## src/rtl/bird_motion_controller.sv

```systemverilog
// bird_motion_controller: frame-rate bird physics and READY/FLYING/DYING/DEAD sequencing.
// Optional READY hover bob is enabled by defining BIRD_HOVER_EN.
module bird_motion_controller #(
    parameter int SCREEN_HEIGHT = 480,
    parameter int BIRD_HEIGHT   = 35,
    parameter int GROUND_Y      = 440,
    parameter int START_Y       = 200,
    parameter int FLAP_VEL      = 8,
    parameter int GRAVITY       = 1,
    parameter int MAX_FALL_VEL  = 10
) (
    input  logic        clk_i,
    input  logic        reset_i,
    input  logic        frame_tick_i,
    input  logic        flap_i,
    input  logic        collision_i,
    input  logic        start_i,
    output logic [31:0] bird_reg_o,
    output logic [1:0]  bird_state_o,
    output logic        game_over_o
);
    typedef enum logic [1:0] {READY, FLYING, DYING, DEAD} state_t;
    localparam int FLOOR_I = (GROUND_Y < SCREEN_HEIGHT ? GROUND_Y : SCREEN_HEIGHT) - BIRD_HEIGHT;
    localparam logic signed [10:0] Y_MAX   = 11'(FLOOR_I);
    localparam logic [8:0]         Y_START = 9'(START_Y);
    localparam logic signed [7:0]  V_FLAP  = 8'(-FLAP_VEL);
    localparam logic signed [7:0]  V_GRAV  = 8'(GRAVITY);
    localparam logic signed [7:0]  V_MAX   = 8'(MAX_FALL_VEL);

    state_t             state_q;
    logic [8:0]         y_q;
    logic signed [7:0]  vel_q;
    logic               flap_pend_q, hit_q, game_over_q;
`ifdef BIRD_HOVER_EN
    logic               hov_div_q, hov_up_q;
`endif

    logic               flap_now, dying, moving, ceil, ground;
    logic signed [7:0]  v_base, v_grav, vel_n;
    logic signed [10:0] y_sum;

    always_comb begin
        flap_now = flap_pend_q | flap_i | (state_q == READY && start_i);
        dying    = state_q == DYING || (state_q == FLYING && (hit_q || collision_i));
        moving   = state_q == FLYING || state_q == DYING || (state_q == READY && flap_now);
        v_base   = (dying && vel_q < 0) ? '0 : vel_q;
        v_grav   = v_base + V_GRAV;
        vel_n    = (flap_now && !dying) ? V_FLAP : (v_grav > V_MAX ? V_MAX : v_grav);
        y_sum    = $signed({2'b00, y_q}) + $signed({{3{vel_n[7]}}, vel_n});
        ceil     = y_sum < 0;
        ground   = y_sum >= Y_MAX;
    end

    // start from DEAD behaves like a synchronous copy of the reset values
    always_ff @(posedge clk_i or posedge reset_i) begin
        if (reset_i) begin
            state_q     <= READY;
            y_q         <= Y_START;
            vel_q       <= '0;
            flap_pend_q <= 1'b0;
            hit_q       <= 1'b0;
            game_over_q <= 1'b0;
`ifdef BIRD_HOVER_EN
            hov_div_q   <= 1'b0;
            hov_up_q    <= 1'b1;
`endif
        end else if (state_q == DEAD && start_i) begin
            state_q     <= READY;
            y_q         <= Y_START;
            vel_q       <= '0;
            flap_pend_q <= 1'b0;
            hit_q       <= 1'b0;
            game_over_q <= 1'b0;
`ifdef BIRD_HOVER_EN
            hov_div_q   <= 1'b0;
            hov_up_q    <= 1'b1;
`endif
        end else begin
            hit_q       <= hit_q | collision_i;
            flap_pend_q <= frame_tick_i ? 1'b0 : flap_now;
            if (frame_tick_i && moving) begin
                if (ground) begin
                    y_q         <= Y_MAX[8:0];
                    vel_q       <= '0;
                    state_q     <= DEAD;
                    game_over_q <= 1'b1;
                end else if (ceil) begin
                    y_q     <= '0;
                    vel_q   <= '0;
                    state_q <= dying ? DYING : FLYING;
                end else begin
                    y_q     <= y_sum[8:0];
                    vel_q   <= vel_n;
                    state_q <= dying ? DYING : FLYING;
                end
            end
`ifdef BIRD_HOVER_EN
            else if (frame_tick_i && state_q == READY) begin
                hov_div_q <= ~hov_div_q;
                if (hov_div_q) begin
                    y_q <= hov_up_q ? y_q - 9'd1 : y_q + 9'd1;
                    if (y_q == (hov_up_q ? Y_START - 9'd3 : Y_START + 9'd3)) hov_up_q <= ~hov_up_q;
                end
            end
`endif
        end
    end

    assign bird_reg_o   = {23'b0, y_q};
    assign bird_state_o = state_q;
    assign game_over_o  = game_over_q;
endmodule
```

## config.mk

```make
export PLATFORM = sky130hd
export DESIGN_NAME = bird_motion_controller
export DESIGN_NICKNAME = d
export VERILOG_FILES = /design/src/rtl/bird_motion_controller.sv
export SDC_FILE = /design/constraint.sdc
export NUM_CORES = 1
export LEC_CHECK = 0
export BUFFER_PORTS_ARGS = -buffer_cell sky130_fd_sc_hd__buf_2
export CAP_MARGIN = 40
export CELL_PAD_IN_SITES_DETAIL_PLACEMENT = 1
export CELL_PAD_IN_SITES_GLOBAL_PLACEMENT = 2
export CORE_MARGIN = 2
export CORE_UTILIZATION = 24
export CTS_BUF_LIST = sky130_fd_sc_hd__clkbuf_8
export DETAILED_ROUTE_END_ITERATION = 10
export HOLD_SLACK_MARGIN = 0.1
export PLACE_DENSITY_LB_ADDON = 0.1
export REMOVE_ABC_BUFFERS = 1
export SYNTH_ARGS = -nofsm -noshare
export SYNTH_HDL_FRONTEND = slang
export SYNTH_SLANG_ARGS = --single-unit
```

## constraint.sdc

```tcl
create_clock -name clk_i -period 6.1 [get_ports clk_i]
set_input_delay 0.61 -clock clk_i [delete_from_list [all_inputs] [get_ports clk_i]]
set_output_delay 0.61 -clock clk_i [all_outputs]
set_load 0.02 [all_outputs]
```

==> flow_summary.json, run 1 <==
{
  "run_status": "finished clean",
  "synth-async-reset-ratio_pct": 100,
  "drc": 0,
  "synth_edf_count": 0,
  "clk_lat_worst_skew_ns": 0.27,
  "postSynthAreaPerCell_um2": 8.57,
  "rsz0062_at_grt": "false",
  "synth.top_cells.by_area": "sky130_fd_sc_hd__dfrtp_1 22%, sky130_fd_sc_hd__ha_1 10%, sky130_fd_sc_hd__buf_4 8.0%, sky130_fd_sc_hd__a21oi_1 3.7%, sky130_fd_sc_hd__dfstp_2 3.7%",
  "maxSlewViolCount": 0,
  "cts_repair_resize_count": 0,
  "wl_met3_um": 116,
  "first_global_vias": 1999,
  "yosysMostFrequentCell": "sky130_fd_sc_hd__buf_4",
  "buffer_ports.inserted": 17,
  "yosys_warnings": 0,
  "cp.arrival_ns": 5.66,
  "timing.clock.skew_ns": 0.00422,
  "worstPathRequired_ns": 6.26,
  "max-clock-path-buffers": 2,
  "ff2ff_path_depth": 22,
  "detail_route.first_pass.iterations": 4,
  "final_antenna_net_count": 0,
  "holdBufCountCts": 0,
  "crit_type": "flip-flop to flip-flop",
  "routed_wire_length_per_instance_um": 16.5,
  "cts.clk_slew.worst_paths_ns": 0.09,
  "via_per_inst": 4.85,
  "grt_antenna_before_repair": 0,
  "maxUsedRoutingLayer": "met4",
  "fraction_of_layout_cells_with_a_size_suffix_above_1_pct": 21.0,
  "core_area_um2": 8720,
  "finalCriticalPeriod_ns": 5.50,
  "first_pass_grt_wire_length_mm": 10.4,
  "number_of_buffers_added_for_setup_after_cts": 0,
  "yosys_most_used_dff": "sky130_fd_sc_hd__dfrtp_1",
  "global_route_usage_over_all_layers_pct": 13.2,
  "synthTopCellsByCount": "23 x sky130_fd_sc_hd__buf_4, 21 x sky130_fd_sc_hd__nand2_1, 20 x sky130_fd_sc_hd__nor2_1, 19 x sky130_fd_sc_hd__dfrtp_1",
  "wl_met1_mm": 2.96,
  "route.met2.wl_mm": 3.16,
  "synth_top_area_share_pct": 22.0,
  "final_worst_path_period_share_pct": 90.2,
  "place.gp.congestion": 0.762,
  "dr_total_vias": 1842,
  "fmax_mhz": 182,
  "drt_first_iter_violations": 57,
  "crit_path_max_fanout": 6,
  "cts_inserted_buffers": 3,
  "pin_count_of_the_biggest_net_entering_global_routing": 20,
  "max-cap-violations": 0,
  "timing.setup.tns_ns": 0,
  "synth-seq-area-share_pct": 25.7,
  "final-hold-violation-count": 0,
  "worstHoldPathType": "input pin to asynchronous set/reset pin",
  "slew_headroom_pct": 49.1,
  "die_h_um": 98.9,
  "synth_cell_types": 56,
  "summed_instance_area_of_the_synthesized_netlist_um2": 2160,
  "wl_mm": 6.28,
  "setup_viol": 0,
  "dieArea_um2": 9770,
  "design.portCount": 41,
  "dpl.hpwl_mm": 5.11,
  "postSynthCellCount": 252,
  "ys_seq_elements": 22,
  "worst_slew_pin_slew_ns": 0.763,
  "grt_overflow": 0,
  "antenna_cells_inserted": 0,
  "cts_root_buffer": "sky130_fd_sc_hd__clkbuf_8",
  "tritoncts": "built",
  "synth.largest_area_cell": "sky130_fd_sc_hd__dfrtp_1",
  "end_kind": "flip-flop",
  "clock_sinks": 22,
  "critPathLaunchType": "flip-flop",
  "rows": 34,
  "h-tree-depth": 1,
  "chipWidth_um": 98.9,
  "initial_utilization_pct": 24.8,
  "area.growth.synth_to_final_pct": 9.62,
  "design.final.nets": 298
}
-- final timing paths --
path / endpoint / slack (ns) / start
min: vel_q[5]$_DFFE_PP0P_ / 0.37 / reset_i
max reg2reg: y_q[0]$_DFFE_PP0P_ / 0.60 / bird_state_o[1]$_DFFE_PP0P_
max in group asynchronous: y_q[6]$_DFFE_PP1P_ / 5.18 / reset_i
min in group clk_i: flap_pend_q$_DFF_PP0_ / 0.51 / frame_tick_i
min reg2reg: game_over_o$_DFFE_PP0P_ / 0.51 / game_over_o$_DFFE_PP0P_
max: y_q[0]$_DFFE_PP0P_ / 0.60 / bird_state_o[1]$_DFFE_PP0P_
-- layout by cell type, fill, tap and decap left out, drive strengths merged, types with 4 or more instances in the layout --
master / Yosys / layout
buf: 28 / 25
nor2: 20 / 20
dfrtp: 19 / 19
nor3: 4 / 4
xnor2: 7 / 7
conb: 1 / 23
nand3: 7 / 7
a21oi: 16 / 16
clkbuf: 3 / 4
a31o: 4 / 4
o21ai: 10 / 10
and2: 4 / 4
o31ai: 10 / 10
nand2: 21 / 21
a211oi: 6 / 6
or3: 4 / 4
ha: 18 / 18
and3: 5 / 5
inv: 18 / 18
or2: 4 / 4
-- cells by family after synthesis --
kind of cell	count (synthesis)	share of synthesized area, %
compound gates	76	28.3
xor+xnor	9	3.65
fa+ha+maj	19	11.4
buf+inv	49	13.8
flops	22	25.7
other cells	1	0.174
simple gates	76	17.1
-- sequential cells by signal (all words and copies together) (netlist names) --
register,cells
y_q,9
vel_q,8
bird_state_o,2
flap_pend_q,1
game_over_o,1
hit_q,1
-- critical path, cell delays in order, from the launching register on --
cell and delay [ns]:
sky130_fd_sc_hd__dfrtp_1 0.43, sky130_fd_sc_hd__inv_1 0.11, sky130_fd_sc_hd__ha_1 0.18, sky130_fd_sc_hd__o21a_1 0.19
sky130_fd_sc_hd__o21ai_0 0.09, sky130_fd_sc_hd__buf_4 0.16, sky130_fd_sc_hd__and2_1 0.20, sky130_fd_sc_hd__ha_1 0.30
sky130_fd_sc_hd__nor2b_1 0.15, sky130_fd_sc_hd__o211ai_1 0.16, sky130_fd_sc_hd__a21oi_1 0.09, sky130_fd_sc_hd__o41a_1 0.47
sky130_fd_sc_hd__nor2_1 0.18, sky130_fd_sc_hd__nor2_1 0.11, sky130_fd_sc_hd__fa_1 0.49, sky130_fd_sc_hd__a21o_1 0.24
sky130_fd_sc_hd__a311o_1 0.38, sky130_fd_sc_hd__a31o_2 0.26, sky130_fd_sc_hd__ha_1 0.34, sky130_fd_sc_hd__inv_1 0.13
sky130_fd_sc_hd__nand2_1 0.20, sky130_fd_sc_hd__nor2_1 0.12, sky130_fd_sc_hd__a221o_2 0.41
-- metal layers --
metal,global-route usage [%],vias to the layer above
met5,0,-
met4,2.95,0
met3,1.21,2
met2,23.5,27
met1,17.3,910
li1,-,903
-- through the flow --
step                      hold WS [ns]  utilization [%]  area, µm²  instances  setup slack, ns
after detailed placement         0.502             26.5       2310        376            0.514
final                            0.366             27.1       2370        380            0.598
after CTS                        0.384             27.1       2370        380            0.584
after global routing             0.410             27.1       2370        380            0.213
after global placement           0.499             26.3       2300        375            0.571
after floorplan                  0.476                -       2010        243            0.931
-- area by class of cell --
cell class              instances  area (µm²)
flip-flops and latches         22         554
well taps                     108         135
multi-input cells             203        1390
fillers                      1041        6350
repair buffers                 25         165
inverters                      18        67.6
clock buffers                   4        55.1
Power of run 1 is left out: the tool's default activity adds up to more than one toggle a clock period on the data nets, which glitch-free logic cannot reach.
==> run 2: changes to the inputs <==
--- a/config.mk
+++ b/config.mk
@@ -15,7 +15,6 @@
 export DETAILED_ROUTE_END_ITERATION = 10
 export HOLD_SLACK_MARGIN = 0.1
 export PLACE_DENSITY_LB_ADDON = 0.1
-export REMOVE_ABC_BUFFERS = 1
 export SYNTH_ARGS = -nofsm -noshare
 export SYNTH_HDL_FRONTEND = slang
 export SYNTH_SLANG_ARGS = --single-unit
==> run 2 against run 1 <==
Fmax is 2.6% lower. Utilization shrank 0.40 points. Count of clock-buffer cells in the layout is the same. First-iteration DRC count up 33%. Cell area is 1.5% lower. Critical path type unchanged. Highest routed layer unchanged.
==> flow_summary.json, run 2 (synthesis results as in run 1) <==
{
  "cts_inserted_buffers": 3,
  "worstPathCellList": "inv_1 > ha_1 > o21a_1 > o21ai_1 > and2_1 > ha_1 > nor2b_1 > o211ai_1 > a21oi_1 > o41a_1 > nor2_1 > nor2_1 > fa_1 > a21o_1 > a311o_1 > a31o_2 > ha_1 > inv_1 > nand2_1 > nor2_1 > a221o_2",
  "cpPeakStageDelay_ns": 0.50,
  "crit_buf_inv": 2,
  "dieArea_um2": 9770,
  "critPathLaunchType": "flip-flop",
  "number_of_buffers_added_for_setup_after_cts": 0,
  "timing.clock.skew_ns": 0.0153,
  "wl_mm": 6.26,
  "crit_path_max_fanout": 5,
  "global_route_usage_over_all_layers_pct": 13.2,
  "drt_first_iter_violations": 76,
  "clock_sinks": 22,
  "final_worst_path_period_share_pct": 92.6,
  "worstHoldPathType": "input pin to asynchronous set/reset pin",
  "tritoncts": "built",
  "timing.setup.tns_ns": 0,
  "final_common_cell": "sky130_fd_sc_hd__conb_1",
  "cp.arrival_ns": 5.80,
  "cts.clk_slew.worst_paths_ns": 0.10,
  "fraction_of_layout_cells_with_a_size_suffix_above_1_pct": 19.9,
  "via_per_inst": 4.79,
  "clk_lat_worst_skew_ns": 0.27,
  "rsz0062_at_grt": "false",
  "run_status": "finished clean",
  "routed_wire_length_per_instance_um": 16.7,
  "worst_slew_pin_slew_ns": 0.772,
  "layout.cells.most_common_list": "23 x sky130_fd_sc_hd__conb_1, 20 x sky130_fd_sc_hd__nand2_1, 20 x sky130_fd_sc_hd__nor2_1, 19 x sky130_fd_sc_hd__dfrtp_1",
  "registers.top_by_ff_count": "y_q",
  "fillers": 1035,
  "final-hold-violation-count": 0,
  "detail_route.first_pass.iterations": 4,
  "cts_repair_resize_count": 0,
  "final_antenna_net_count": 0,
  "max-clock-path-buffers": 2,
  "place_area_um2": 2270,
  "max-cap-violations": 0,
  "first_pass_grt_wire_length_mm": 10.3,
  "setup_viol": 0,
  "worst_path_dominant_cell_family": "compound AO/OA/AOI/OAI gates",
  "final.hold.worst_slack_ns": 0.329,
  "cp_slowest_cell": "sky130_fd_sc_hd__fa_1",
  "h-tree-depth": 1,
  "pin_count_of_the_biggest_net_entering_global_routing": 20,
  "slew_headroom_pct": 48.5,
  "drc": 0,
  "grt_antenna_before_repair": 0,
  "cts_root_buffer": "sky130_fd_sc_hd__clkbuf_8",
  "multi_input_comb_area_um2": 1390,
  "area.sequential_um2": 554,
  "grt_overflow": 0,
  "area.growth.synth_to_final_pct": 8.00,
  "core_area_um2": 8720,
  "chipWidth_um": 98.9,
  "worstPathRequired_ns": 6.25,
  "place_worst_setup_slack_ns": 0.179,
  "fmax_mhz": 177,
  "holdBufCountCts": 0,
  "rows": 34,
  "final_critical_path_setup_slack_ns": 0.450,
  "first_global_vias": 1881,
  "design.portCount": 41,
  "initial_utilization_pct": 24.8,
  "buffer_ports.inserted": 17,
  "maxSlewViolCount": 0,
  "end_kind": "flip-flop",
  "finalInstanceArea_um2": 2330,
  "place.gp.congestion": 0.798,
  "design.final.nets": 293,
  "dr_total_vias": 1798,
  "dpl.hpwl_mm": 5.01,
  "die_h_um": 98.9,
  "crit_type": "flip-flop to flip-flop",
  "largest_reg_flops": 9,
  "finalCriticalPeriod_ns": 5.65,
  "antenna_cells_inserted": 0
}
## run 2: changes by cell type in the layout (fill, tap and decap cells not counted), sizes merged
cell / before / now
buf: 25 / 20
## run 2: worst paths after layout
kind	to	slack [ns]	depth (start not counted)	startpoint
setup / recovery	y_q[2]$_DFFE_PP0P_	0.45	21	bird_state_o[1]$_DFFE_PP0P_
hold / removal	flap_pend_q$_DFF_PP0_	0.33	2	reset_i
setup reg to reg	y_q[2]$_DFFE_PP0P_	0.45	21	bird_state_o[1]$_DFFE_PP0P_
hold reg to reg	y_q[7]$_DFFE_PP1P_	0.54	2	y_q[7]$_DFFE_PP1P_
max in group asynchronous	y_q[3]$_DFFE_PP1P_	5.25	3	reset_i
min in group clk_i	flap_pend_q$_DFF_PP0_	0.49	2	frame_tick_i
## run 2: routing by layer
layer | routed length [µm] | GRT usage, %
met1 | 3040 | 17.8
met2 | 3090 | 22.8
met3 | 85 | 1.06
met4 | 40 | 3.06
met5 | 0 | 0
## run 2: area by class of cell
| cell class | instances | area share (%) |
|---|---|---|
| multi-input cells | 203 | 59.7 |
| well taps | 108 | 5.79 |
| repair buffers | 20 | 5.47 |
| clock buffers | 4 | 2.36 |
| inverters | 18 | 2.90 |
| flip-flops and latches | 22 | 23.8 |
## run 2: metrics by stage
stage | cells | util, %
6_report | 375 | 26.7
5_1_grt | 375 | 26.7
4_1_cts | 375 | 26.7
3_5_place_dp | 371 | 26.1
3_3_place_gp | 370 | 25.8
2_1_floorplan | 274 | -
Power of run 2 is left out for the same reason.
